===== src/rtl/dec_multi.sv =====
// rtl/dec_multi.sv - multi-channel runtime-configurable decimator (pick-last/pick-first/average)
//
// Ports:
//   clk, rst_n   clock and synchronous active-low reset
//   i_valid      input sample strobe shared by all channels
//   i_data       CH_NUM packed samples, channel k at [k*DATA_WIDTH +: DATA_WIDTH]
//   i_sync       restarts the block phase and applies any pending config
//   cfg_load     one-cycle pulse capturing cfg_div/cfg_mode/cfg_shift as pending config
//   cfg_div      decimation ratio (0 and 1 mean 1, values above MAX_DIV clamp)
//   cfg_mode     0/3 pick last, 1 average, 2 pick first
//   cfg_shift    arithmetic right shift applied to the block sum in average mode
//   o_valid      one-cycle strobe, one cycle after the last sample of a block
//   o_data       decimated samples, same packing as i_data, held between strobes
//   o_sat        per-channel clip flag for average mode, held between strobes
module dec_multi #(
  parameter int DATA_WIDTH = 16,
  parameter int CH_NUM     = 2,
  parameter int MAX_DIV    = 1024,
  parameter int DEF_DIV    = 10,
  parameter int DIV_W      = $clog2(MAX_DIV) + 1,
  parameter int ACC_W      = DATA_WIDTH + $clog2(MAX_DIV)
) (
  input  logic                         clk,
  input  logic                         rst_n,
  input  logic                         i_valid,
  input  logic [CH_NUM*DATA_WIDTH-1:0] i_data,
  input  logic                         i_sync,
  input  logic                         cfg_load,
  input  logic [DIV_W-1:0]             cfg_div,
  input  logic [1:0]                   cfg_mode,
  input  logic [4:0]                   cfg_shift,
  output logic                         o_valid,
  output logic [CH_NUM*DATA_WIDTH-1:0] o_data,
  output logic [CH_NUM-1:0]            o_sat
);

  localparam logic [1:0] MODE_AVG   = 2'd1;
  localparam logic [1:0] MODE_FIRST = 2'd2;

  localparam logic signed [ACC_W-1:0] SAT_MAX =
    {{(ACC_W-DATA_WIDTH+1){1'b0}}, {(DATA_WIDTH-1){1'b1}}};
  localparam logic signed [ACC_W-1:0] SAT_MIN =
    {{(ACC_W-DATA_WIDTH+1){1'b1}}, {(DATA_WIDTH-1){1'b0}}};

  // Ratios are stored already normalised to 1..MAX_DIV.
  function automatic logic [DIV_W-1:0] eff_div(input logic [DIV_W-1:0] d);
    if (d <= DIV_W'(1)) return DIV_W'(1);
    if (d > DIV_W'(MAX_DIV)) return DIV_W'(MAX_DIV);
    return d;
  endfunction

  logic [DIV_W-1:0] act_n, pend_n, new_n, cnt;
  logic [1:0]       act_mode, pend_mode, new_mode;
  logic [4:0]       act_shift, pend_shift, new_shift;
  logic             pend_valid;
  logic             first_s, last_s, apply;

  // Config that governs the next block: a load in the same cycle beats the
  // stored pending value, which beats the current active value.
  always_comb begin
    new_n     = act_n;
    new_mode  = act_mode;
    new_shift = act_shift;
    if (cfg_load) begin
      new_n     = eff_div(cfg_div);
      new_mode  = cfg_mode;
      new_shift = cfg_shift;
    end else if (pend_valid) begin
      new_n     = pend_n;
      new_mode  = pend_mode;
      new_shift = pend_shift;
    end
  end

  // A sync sample always opens a new block and never closes the old one.
  assign first_s = i_valid & (i_sync | (cnt == '0));
  assign last_s  = i_valid & ~i_sync & (cnt == act_n - DIV_W'(1));
  assign apply   = i_sync | last_s;

  always_ff @(posedge clk) begin
    if (!rst_n) begin
      act_n      <= DIV_W'(DEF_DIV);
      act_mode   <= 2'd0;
      act_shift  <= 5'd0;
      pend_n     <= DIV_W'(DEF_DIV);
      pend_mode  <= 2'd0;
      pend_shift <= 5'd0;
      pend_valid <= 1'b0;
    end else if (apply) begin
      act_n      <= new_n;
      act_mode   <= new_mode;
      act_shift  <= new_shift;
      pend_valid <= 1'b0;
    end else if (cfg_load) begin
      pend_n     <= eff_div(cfg_div);
      pend_mode  <= cfg_mode;
      pend_shift <= cfg_shift;
      pend_valid <= 1'b1;
    end
  end

  always_ff @(posedge clk) begin
    if (!rst_n) begin
      cnt <= '0;
    end else if (i_sync) begin
      // The sync sample is sample 0 of the new block under the new ratio.
      cnt <= (i_valid && new_n != DIV_W'(1)) ? DIV_W'(1) : '0;
    end else if (i_valid) begin
      cnt <= last_s ? '0 : cnt + DIV_W'(1);
    end
  end

  logic [CH_NUM*DATA_WIDTH-1:0] sel_data;
  logic [CH_NUM-1:0]            sel_sat;

  for (genvar k = 0; k < CH_NUM; k++) begin : g_ch
    logic signed [DATA_WIDTH-1:0] x;
    logic signed [ACC_W-1:0]      xs, acc, sum, shifted;
    logic [DATA_WIDTH-1:0]        hold, avg_val;
    logic                         sat_hi, sat_lo;

    assign x  = i_data[k*DATA_WIDTH +: DATA_WIDTH];
    assign xs = {{(ACC_W-DATA_WIDTH){x[DATA_WIDTH-1]}}, x};

    // On a first sample the old accumulator is ignored so the next block
    // starts immediately, with no idle cycle after the previous one.
    assign sum     = (first_s ? '0 : acc) + xs;
    assign shifted = sum >>> act_shift;
    assign sat_hi  = shifted > SAT_MAX;
    assign sat_lo  = shifted < SAT_MIN;
    assign avg_val = sat_hi ? SAT_MAX[DATA_WIDTH-1:0] :
                     sat_lo ? SAT_MIN[DATA_WIDTH-1:0] :
                              shifted[DATA_WIDTH-1:0];

    assign sel_data[k*DATA_WIDTH +: DATA_WIDTH] =
      (act_mode == MODE_AVG)   ? avg_val :
      (act_mode == MODE_FIRST) ? (first_s ? x : hold) :
                                 x;
    assign sel_sat[k] = (act_mode == MODE_AVG) & (sat_hi | sat_lo);

    always_ff @(posedge clk) begin
      if (!rst_n) begin
        acc  <= '0;
        hold <= '0;
      end else begin
        if (i_valid)     acc <= sum;
        else if (i_sync) acc <= '0;
        if (first_s)     hold <= x;
      end
    end
  end

  always_ff @(posedge clk) begin
    if (!rst_n) begin
      o_valid <= 1'b0;
      o_data  <= '0;
      o_sat   <= '0;
    end else begin
      o_valid <= last_s;
      if (last_s) begin
        o_data <= sel_data;
        o_sat  <= sel_sat;
      end
    end
  end

endmodule


===== config.mk =====
export PLATFORM = sky130hd
export DESIGN_NAME = dec_multi
export DESIGN_NICKNAME = d
export VERILOG_FILES = /design/src/rtl/dec_multi.sv
export SDC_FILE = /design/constraint.sdc
export NUM_CORES = 1
export LEC_CHECK = 0
export BUFFER_PORTS_ARGS = -buffer_cell sky130_fd_sc_hd__buf_2
export CORE_MARGIN = 2
export CORE_UTILIZATION = 50
export DETAILED_ROUTE_END_ITERATION = 16
export GPL_TIMING_DRIVEN = 0
export PLACE_DENSITY = 0.7
export REMOVE_ABC_BUFFERS = 1
export SLEW_MARGIN = 20
export SYNTH_ARGS = -nofsm -noshare
export SYNTH_HDL_FRONTEND = slang
export SYNTH_SLANG_ARGS = --single-unit

===== constraint.sdc =====
create_clock -name clk -period 5.2 [get_ports clk]
set_input_delay 0 -clock clk [delete_from_list [all_inputs] [get_ports clk]]
set_output_delay 0 -clock clk [all_outputs]
set_load 0.01 [all_outputs]

==> flow_summary.ini <==
[synthesis]
synth_top_area_frac = 0.212
synth_warnings = 0
syn_inst = 2075
syn_area_mm2 = 0.0158
synth_cell_types = 119
synth_edf_count = 0
synthArstFlopShare = 0
syn_area_per_cell_um2 = 7.61
synth_top_cell_by_area = dfxtp_1
synth_area_leaders = dfxtp_1 (21%), nand2_1 (6.1%), a21oi_1 (5.8%)
yosys_register_bits = 167
synthMostInstantiatedCell = nand2_1
yosys-top-cells-count = nand2_1 (255), a21oi_1 (184), nor2_1 (169)
seq_area_frac_synth = 0.212
synth_flop_cell = dfxtp_1

[power]
power_frac_seq = 0.300
combPwrFrac = 0.436
vdd_drop_max_v = 0.000253
p_leak_nw = 7.39
p_per_area_mw_per_mm2 = 243
clkPwrFrac = 0.265
p_sw_frac = 0.392
totalPowerFinal_mw = 4.71
p_int_mw = 2.86
p_sw_mw = 1.85

[grt]
use_met1 = 0.421
grt_usage = 0.306
grt.busiest_layer = met2
use_met2 = 0.479
grt_pass1_vias = 15100
overflow = 0
antenna_found_initial = 2
grt_max_degree = 86
grt_use_met3 = 0.0588
grt_pass1_wl_um = 81600

[routing]
drc_errors = 0
drt_iter0_drc = 1641
post_drt_wl_per_cell_um = 20.4
drt_first_pass_iters = 6
vias = 16700
viasPerCell = 6.45
totalWireLength_um = 52600
antenna_left = 0

[sta]
layout_setup_ws_ns = 0.0574
whs_ns = 0.0294
min_period_ns = 5.14
setup-tns-final_ns = 0
finalHoldViolCount = 0
setup_viol = 0
relSlewSlack = 0.319
slew_viol_final = 0
fmax_ghz = 0.194
timing.final.crit_share = 0.989
skew_ns = 0.0134
rsz0062_at_grt = true
tightest_slew_ns = 1.02

[clock_tree]
cts_max_path_buffers = 2
cts_buffers = 17
clock_sinks = 167
clk-insertion-delay-late_ns = 0.46
cts_max_level = 4
cts_tree = built
clkTransAtPathRegs_ns = 0.07
root_buffer = clkbuf_16

[hold_path]
min_from = rst_n
hold_depth = 2
min_to = g_ch[1].acc[14]
min_path_type = primary input to flop

[finish]
area_growth_pct = 22.6
stdcell_count = 2585
drive_gt1_frac = 0.228
design_area_mm2 = 0.0194
final_core_util = 0.618
nets = 2279

[die]
core_mm2 = 0.0313
die_width_um = 182
dieArea_mm2 = 0.0330
die_y_um = 182
num_io_pins = 90
rows = 65
initial_core_util = 0.504

[setup_path]
cp.arrival_ns = 5.48
r2r_slack_ns = 0.06
worstPathRequired_ns = 5.54
crit_path_start_kind = flop
reg2regPathDepth = 22
r2r-end = o_data[12]
path_max_fanout = 7
path_class = flop to flop
r2r_start = cnt[1]
endpoint_kind = flop

[job]
cap_violations = 0

[placed_design]
portBuffers = 89
post_dp_cell_area_mm2 = 0.0164
pre_cts_slack_ns = -1.59
gp_congestion = 0.953
dp.cells = 2418
dpl.hpwl_um = 35000

[status]
status = finished clean
worst max-delay path by stage:
| stage | startpoint | end | slack (ns) | depth (start not counted) |
|---|---|---|---|---|
| after floorplan | cnt[0] | o_data[22] | -0.11 | 21 |
| after global placement | i_valid | o_data[22] | -1.97 | 16 |
| after detailed placement | cnt[0] | o_data[22] | -1.59 | 22 |
| after CTS | cnt[0] | o_sat[1] | 0.0009 | 20 |
| after global routing | cnt[7] | o_data[12] | -0.06 | 20 |
| final | cnt[1] | o_data[12] | 0.06 | 22 |
state kept, by name, indices dropped and copies added, names as in the netlist:
name	flops
g_ch.acc	52
g_ch.hold	32
o_data	32
act_n	11
cnt	11
pend_n	11
act_shift	5
pend_shift	5
act_mode	2
o_sat	2
pend_mode	2
o_valid	1
pend_valid	1
power by group through the flow:
stage	registers [mW]	clock network (mW)	logic [mW]
floorplan	1.43	0	1.13
global placement	1.46	0	1.54
detailed placement	1.44	0	1.61
CTS	1.41	1.27	1.81
global route	1.42	1.31	2.19
finish	1.41	1.25	2.05
cell usage in the layout, fill, tap and decap left out, types with 12 or more instances in the layout:
cell type,n
o2111ai_1,12
o21a_1,13
mux2i_1,71
o21ai_0,90
nand3_1,49
a21oi_2,18
a211oi_1,27
xnor2_1,32
dfxtp_1,155
a211oi_2,15
and3_1,13
dlygate4sd3_1,50
buf_4,74
and2_1,62
ha_4,17
ha_1,20
nand2_1,254
clkbuf_16,17
a21oi_4,13
a21oi_1,170
o21ai_1,25
nor3b_1,29
mux2_2,15
nor2b_1,72
o211ai_1,26
a21o_1,24
nor3_1,22
xor2_1,16
inv_1,25
ha_2,16
a21boi_0,47
nand2b_1,34
buf_2,87
mux4_2,18
nor2_1,160
nand4_1,23
a31oi_1,29
a22oi_1,30
per-layer routing:
layer,routed length (µm),vias to the layer above
met1,23100,8020
li1,-,7816
met4,1410,2
met2,23900,735
met5,13,-
met3,4230,89
worst max-delay path: stages (launching register included):
cell	delay [ns]
dfxtp_2	0.37
inv_2	0.07
ha_4	0.15
nor2b_4	0.13
a31oi_4	0.15
nand2b_4	0.30
and2_4	0.20
ha_4	0.13
inv_2	0.04
fa_2	0.40
and2b_2	0.28
o2111ai_4	0.23
a211oi_4	0.35
o211a_1	0.25
a211oi_4	0.08
a22o_1	0.22
a221o_1	0.32
o221ai_4	0.27
a41oi_2	0.21
o31a_4	0.45
buf_12	0.16
a211oi_2	0.18
nor2_1	0.06
what timing repair did:
action	in CTS	in global routing
setup endpoints to repair	32	32
gates resized for setup	78	152
endpoints found under the hold margin	66	0
hold buffers	50	0
pin swaps	31	77
buffers inserted	34	45
cloned	5	0
cell type report:
class	instances	area, µm²
multi-input combinational	1715	12800
clock buffer	17	425
tap	402	503
sequential	167	3360
timing repair buffer	236	2030
clock inverter	14	129
antenna	2	5.00
inverter	32	125
fill	2663	12000
cells by family (layout without fill, tap and decap cells):
group,count (synthesis),count (layout),share of synthesized area
compound gates,697,697,0.319
xor+xnor,55,55,0.0315
fa+ha+maj,55,55,0.0445
buf+inv,195,299,0.0550
flops,167,167,0.212
mux,107,107,0.0845
other cells,0,2,0
simple gates,799,801,0.254
Power figures use the tool's default switching activity.
